`src/rtl/clp_update_scheduler.sv`:
```
// Round-robin scheduler feeding two BCD readouts to a shared LCD driver, with a rate-limiting HOLD.
// Optional macro CLP_BLANK_LEADING_ZERO_EN: a tens digit of 0 is shown as a space.
module clp_update_scheduler #(
    parameter int unsigned HOLD_CYCLES = 1000
) (
    input  logic        CLK,
    input  logic        RSTN,
    input  logic        req_a,
    input  logic [11:0] bcd_a,
    output logic        gnt_a,
    input  logic        req_b,
    input  logic [11:0] bcd_b,
    output logic        gnt_b,
    output logic        upd_req,
    input  logic        upd_ack,
    output logic [7:0]  d10_1,
    output logic [7:0]  d1_1,
    output logic [7:0]  d10ths_1,
    output logic [7:0]  d10_2,
    output logic [7:0]  d1_2,
    output logic [7:0]  d10ths_2,
    output logic        busy,
    output logic        bcd_err
);
    typedef enum logic [1:0] {IDLE, LOAD, REQ, HOLD} state_t;

    localparam logic [15:0] HOLD_LAST = 16'(HOLD_CYCLES - 1);
    localparam logic [23:0] LINE_RST  = 24'h303030;

    state_t      state_q, state_d;
    logic        gnt_a_q, gnt_a_d, gnt_b_q, gnt_b_d;
    logic        sel_b_q, sel_b_d;
    logic        prio_b_q, prio_b_d;
    logic        err_q, err_d;
    logic [11:0] cap_q, cap_d;
    logic [15:0] cnt_q, cnt_d;
    logic [23:0] line1_q, line1_d, line2_q, line2_d;
    logic [23:0] conv;
    logic        win_b, nib_bad;

    function automatic logic [7:0] dig(input logic [3:0] n);
        return (n > 4'd9) ? 8'h2D : {4'h3, n};
    endfunction

    function automatic logic [7:0] tens(input logic [3:0] n);
`ifdef CLP_BLANK_LEADING_ZERO_EN
        if (n == 4'd0) return 8'h20;
`endif
        return dig(n);
    endfunction

    always_comb begin
        state_d  = state_q;
        gnt_a_d  = 1'b0;
        gnt_b_d  = 1'b0;
        sel_b_d  = sel_b_q;
        prio_b_d = prio_b_q;
        err_d    = err_q;
        cap_d    = cap_q;
        cnt_d    = cnt_q;
        line1_d  = line1_q;
        line2_d  = line2_q;
        // B wins only when alone, or when both request and it is B's turn
        win_b    = req_b && (!req_a || prio_b_q);
        conv     = {tens(cap_q[11:8]), dig(cap_q[7:4]), dig(cap_q[3:0])};
        nib_bad  = (cap_q[11:8] > 4'd9) || (cap_q[7:4] > 4'd9) || (cap_q[3:0] > 4'd9);
        case (state_q)
            IDLE: if (req_a || req_b) begin
                state_d  = LOAD;
                gnt_a_d  = !win_b;
                gnt_b_d  = win_b;
                sel_b_d  = win_b;
                prio_b_d = !win_b;
                cap_d    = win_b ? bcd_b : bcd_a;
            end
            LOAD: begin
                if (sel_b_q) line2_d = conv;
                else         line1_d = conv;
                if (nib_bad) err_d = 1'b1;
                state_d = REQ;
            end
            REQ: if (upd_ack) begin
                state_d = HOLD;
                cnt_d   = '0;
            end
            HOLD: if (cnt_q == HOLD_LAST) begin
                state_d = IDLE;
                cnt_d   = '0;
            end else begin
                cnt_d = cnt_q + 16'd1;
            end
            default: state_d = IDLE;
        endcase
    end

    always_ff @(posedge CLK or negedge RSTN) begin
        if (!RSTN) begin
            state_q  <= IDLE;
            gnt_a_q  <= 1'b0;
            gnt_b_q  <= 1'b0;
            sel_b_q  <= 1'b0;
            prio_b_q <= 1'b0;
            err_q    <= 1'b0;
            cap_q    <= '0;
            cnt_q    <= '0;
            line1_q  <= LINE_RST;
            line2_q  <= LINE_RST;
        end else begin
            state_q  <= state_d;
            gnt_a_q  <= gnt_a_d;
            gnt_b_q  <= gnt_b_d;
            sel_b_q  <= sel_b_d;
            prio_b_q <= prio_b_d;
            err_q    <= err_d;
            cap_q    <= cap_d;
            cnt_q    <= cnt_d;
            line1_q  <= line1_d;
            line2_q  <= line2_d;
        end
    end

    assign gnt_a    = gnt_a_q;
    assign gnt_b    = gnt_b_q;
    assign upd_req  = (state_q == REQ);
    assign busy     = (state_q != IDLE);
    assign bcd_err  = err_q;
    assign {d10_1, d1_1, d10ths_1} = line1_q;
    assign {d10_2, d1_2, d10ths_2} = line2_q;
endmodule

```
`config.mk`:
```
export PLATFORM = sky130hd
export DESIGN_NAME = clp_update_scheduler
export DESIGN_NICKNAME = d
export VERILOG_FILES = /design/src/rtl/clp_update_scheduler.sv
export SDC_FILE = /design/constraint.sdc
export NUM_CORES = 1
export LEC_CHECK = 0
export CORE_MARGIN = 3
export CORE_UTILIZATION = 44
export CTS_CLUSTER_SIZE = 25
export DETAILED_ROUTE_END_ITERATION = 6
export GPL_TIMING_DRIVEN = 0
export PLACE_DENSITY = 0.77
export SYNTH_ARGS = -nofsm -noshare
export SYNTH_HDL_FRONTEND = slang
export SYNTH_SLANG_ARGS = --single-unit
```
`constraint.sdc`:
```
create_clock -name CLK -period 2.1 [get_ports CLK]
set_input_delay 0.525 -clock CLK [delete_from_list [all_inputs] [get_ports CLK]]
set_output_delay 0.525 -clock CLK [all_outputs]
set_load 0.03 [all_outputs]
```
==> results.json, run 1 <==
{
  "path_cells": "clkdlybuf4s50_1",
  "drt-total-wl_um": 6870,
  "status": "completed",
  "cp_top_family": "buffers and inverters",
  "synth_ff_type": "dfrtp_1",
  "synth_area_per_cell_um2": 10.5,
  "clkLatencyLatePin_ps": 340,
  "synth_cells": 290,
  "gr-usage-all-layers": 0.188,
  "synth_area_um2": 3050,
  "skew_ps": 9.70,
  "synth_edf_count": 0,
  "dr.first_iter.drc_count": 174,
  "grt_pass1_vias": 2435,
  "synth-seq-area-share": 0.535,
  "cts_hold_buf": 0,
  "routabilityCongestion": 0.789,
  "synth_top_family_by_area": "simple AND/OR/NAND/NOR gates",
  "final_nets": 417,
  "worst-endpoint-arrival_ps": 1530,
  "root_buffer": "clkbuf_8",
  "power.leakage_nw": 1.90,
  "p_int_mw": 3.60,
  "ant_nets": 0,
  "setup_viol": 0,
  "yosys.area.top_type": "dfrtp_1",
  "antenna_found_initial": 0,
  "ys.warnings.count": 0,
  "endpoint_kind": "output pin",
  "p_clk_frac": 0.194,
  "die_area_um2": 7980,
  "cp.required_ps": 1570,
  "p_comb_frac": 0.460,
  "cp-start-kind": "flop",
  "synth_xor_xnor_area_share": 0.0201,
  "cts_buffer_depth": 2,
  "synth_compound_area_frac": 0.129,
  "cp_max_fo": 2,
  "initial_core_util": 0.468,
  "vias": 2411,
  "core-area_um2": 6530,
  "clk_pin_slew_ps": 70,
  "dr.pass1.iters": 4,
  "synthSimpleGateAreaFrac": 0.170,
  "viasPerCell": 5.20,
  "final_util": 0.629,
  "clock_sinks": 65,
  "synth_area_leaders": "dfrtp_1 (48%), dfstp_2 (5.2%), o21ai_0 (4.9%)",
  "die_h_um": 89.3,
  "cts_buffers": 9,
  "swShare": 0.403,
  "power_mw": 6.03,
  "yosysUniqueCellTypes": 42,
  "path_buf_inv": 1,
  "drc": 0,
  "drive_above_1_share": 0.168,
  "fmax_mhz": 488,
  "synth_seq_cells": 65,
  "cts_tree": "built",
  "vdd_drop_max_v": 0.000770,
  "grt_max_degree": 66,
  "min_period_ps": 2050,
  "synth_mux_area_frac": 0.0504,
  "yosysTopAreaCellShare": 0.483,
  "critical_path.max_stage_delay_ps": 660,
  "rsz0062_at_grt": "true",
  "hpwl_um": 4940,
  "ys_async_sr_fraction": 1.00,
  "critPathSlowestCell": "clkdlybuf4s50_1",
  "grt_pass1_wl_um": 11500,
  "htreeDepth": 3,
  "path_class": "flop to output pin",
  "period_share": 0.976,
  "hold_viol_final": 0,
  "relSlewSlack": 0.460,
  "portBuffers": 63,
  "synth_fa_ha_area_frac": 0.0246,
  "power_density_nw_per_um2": 1470,
  "area_growth_pct": 34.5,
  "wl_per_cell_um": 14.8,
  "grt_overflow": 0,
  "worstMarginPinSlew_ps": 810,
  "ios": 82,
  "die_w_um": 89.3,
  "switching_power_mw": 2.43,
  "p_seq_frac": 0.346,
  "layout_commonest_cell": "dfrtp_1",
  "rows": 29,
  "drv_cap": 0,
  "num_antenna_cells": 0,
  "final_cell_mix": "dfrtp_1 (59), clkdlybuf4s50_1 (55), nand2_1 (35)",
  "report.final.slew_viol_count": 0,
  "hold_path.class": "input pin to async pin"
}
[state kept, by name, indices dropped and copies added, names as in the netlist]
signal,flops
cnt_q,16
line1_q,15
line2_q,15
cap_q,12
state_q,2
bcd_err,1
gnt_a,1
gnt_b,1
prio_b_q,1
sel_b_q,1
[stage by stage]
stage | TNS, ps | hold WS [ps] | setup WS [ps] | cell area (um^2) | instances
after floorplan | 0 | 229 | 79.2 | 3120 | 306
after global placement | -99200 | 461 | -1560 | 3840 | 446
after detailed placement | -3200 | 472 | -267 | 3840 | 446
after CTS | 0 | 296 | 14.3 | 4070 | 464
after global routing | -36.0 | 326 | -10.5 | 4110 | 464
final | 0 | 250 | 49.8 | 4110 | 464
[per-layer routing]
layer | global-route usage | part of all wire
met1 | 0.261 | 0.45
met2 | 0.293 | 0.47
met3 | 0.0442 | 0.065
met4 | 0.0609 | 0.016
met5 | 0 | 0
[kinds of logic after synthesis]
group	Yosys count
AND/OR/NAND/NOR	103
buffers and inverters	35
XOR/XNOR	7
flip-flops	65
AO/OA/AOI/OAI	58
adder cells (fa/ha/maj)	6
multiplexers	14
other	2
[power groups by stage]
stage	combinational, mW	clock [mW]	sequential (mW)
after floorplan	1.23	0	2.58
final	2.77	1.17	2.09
after detailed placement	2.74	0	2.11
after global routing	3.05	1.26	2.16
after global placement	2.69	0	2.09
after CTS	2.78	1.20	2.09
[path summary, 6_finish.rpt]
path                                   from          end  slack, ps  depth (start not counted)
worst max-delay path            line1_q[20]     d10_1[4]         50                          1
worst min-delay path                   RSTN     cnt_q[9]        250                          1
worst max register to register   state_q[0]    cnt_q[15]        120                          6
worst min register to register  line1_q[20]  line1_q[20]        480                          2
max in group asynchronous              RSTN    cnt_q[13]       1290                          1
min in group CLK                line1_q[20]  line1_q[20]        480                          2
[cell type report]
cell class | instances | area (um^2)
Timing Repair Buffer | 65 | 649
Sequential cell | 65 | 1630
Clock buffer | 10 | 128
Clock inverter | 6 | 92.6
Inverter | 5 | 18.8
Buffer | 30 | 195
Tap cell | 77 | 96.3
Multi-Input combinational cell | 206 | 1290
Fill cell | 507 | 2420
[repair_timing]
item | CTS | global route
buffers inserted | 2 | 0
gates resized for setup | 2 | 17
setup endpoints to repair | 14 | 29
pin swaps | 1 | 0
[synth_stat cells (2+ instances only)]
library cell and instances:
dfrtp_1 59, nand2_1 35, o21ai_0 30, buf_4 19
nor2_1 18, and2_1 10, a221o_1 9, clkbuf_1 9
mux2_2 7, dfstp_2 6, ha_1 6, mux2i_1 6
nand3_1 6, nand4_1 6, inv_1 5, nand2b_1 5
nor4_1 5, o21a_1 4, o31ai_1 4, xnor2_1 4
a21o_1 3, a21oi_1 3, and3_1 3, nor2b_1 3
nor3_1 3, xor2_1 3, conb_1 2, o21ai_1 2
or4_1 2
Power figures use the tool's default switching activity.
==> run 2: changes to the inputs <==
--- a/config.mk
+++ b/config.mk
@@ -9,7 +9,9 @@
 export CORE_UTILIZATION = 44
 export CTS_CLUSTER_SIZE = 25
 export DETAILED_ROUTE_END_ITERATION = 6
+export GPL_ROUTABILITY_DRIVEN = 0
 export GPL_TIMING_DRIVEN = 0
+export HOLD_SLACK_MARGIN = 0.15
 export PLACE_DENSITY = 0.77
 export SYNTH_ARGS = -nofsm -noshare
 export SYNTH_HDL_FRONTEND = slang
==> results of run 2 <==
Final layout, timing and power as in run 1 (identical DEF).
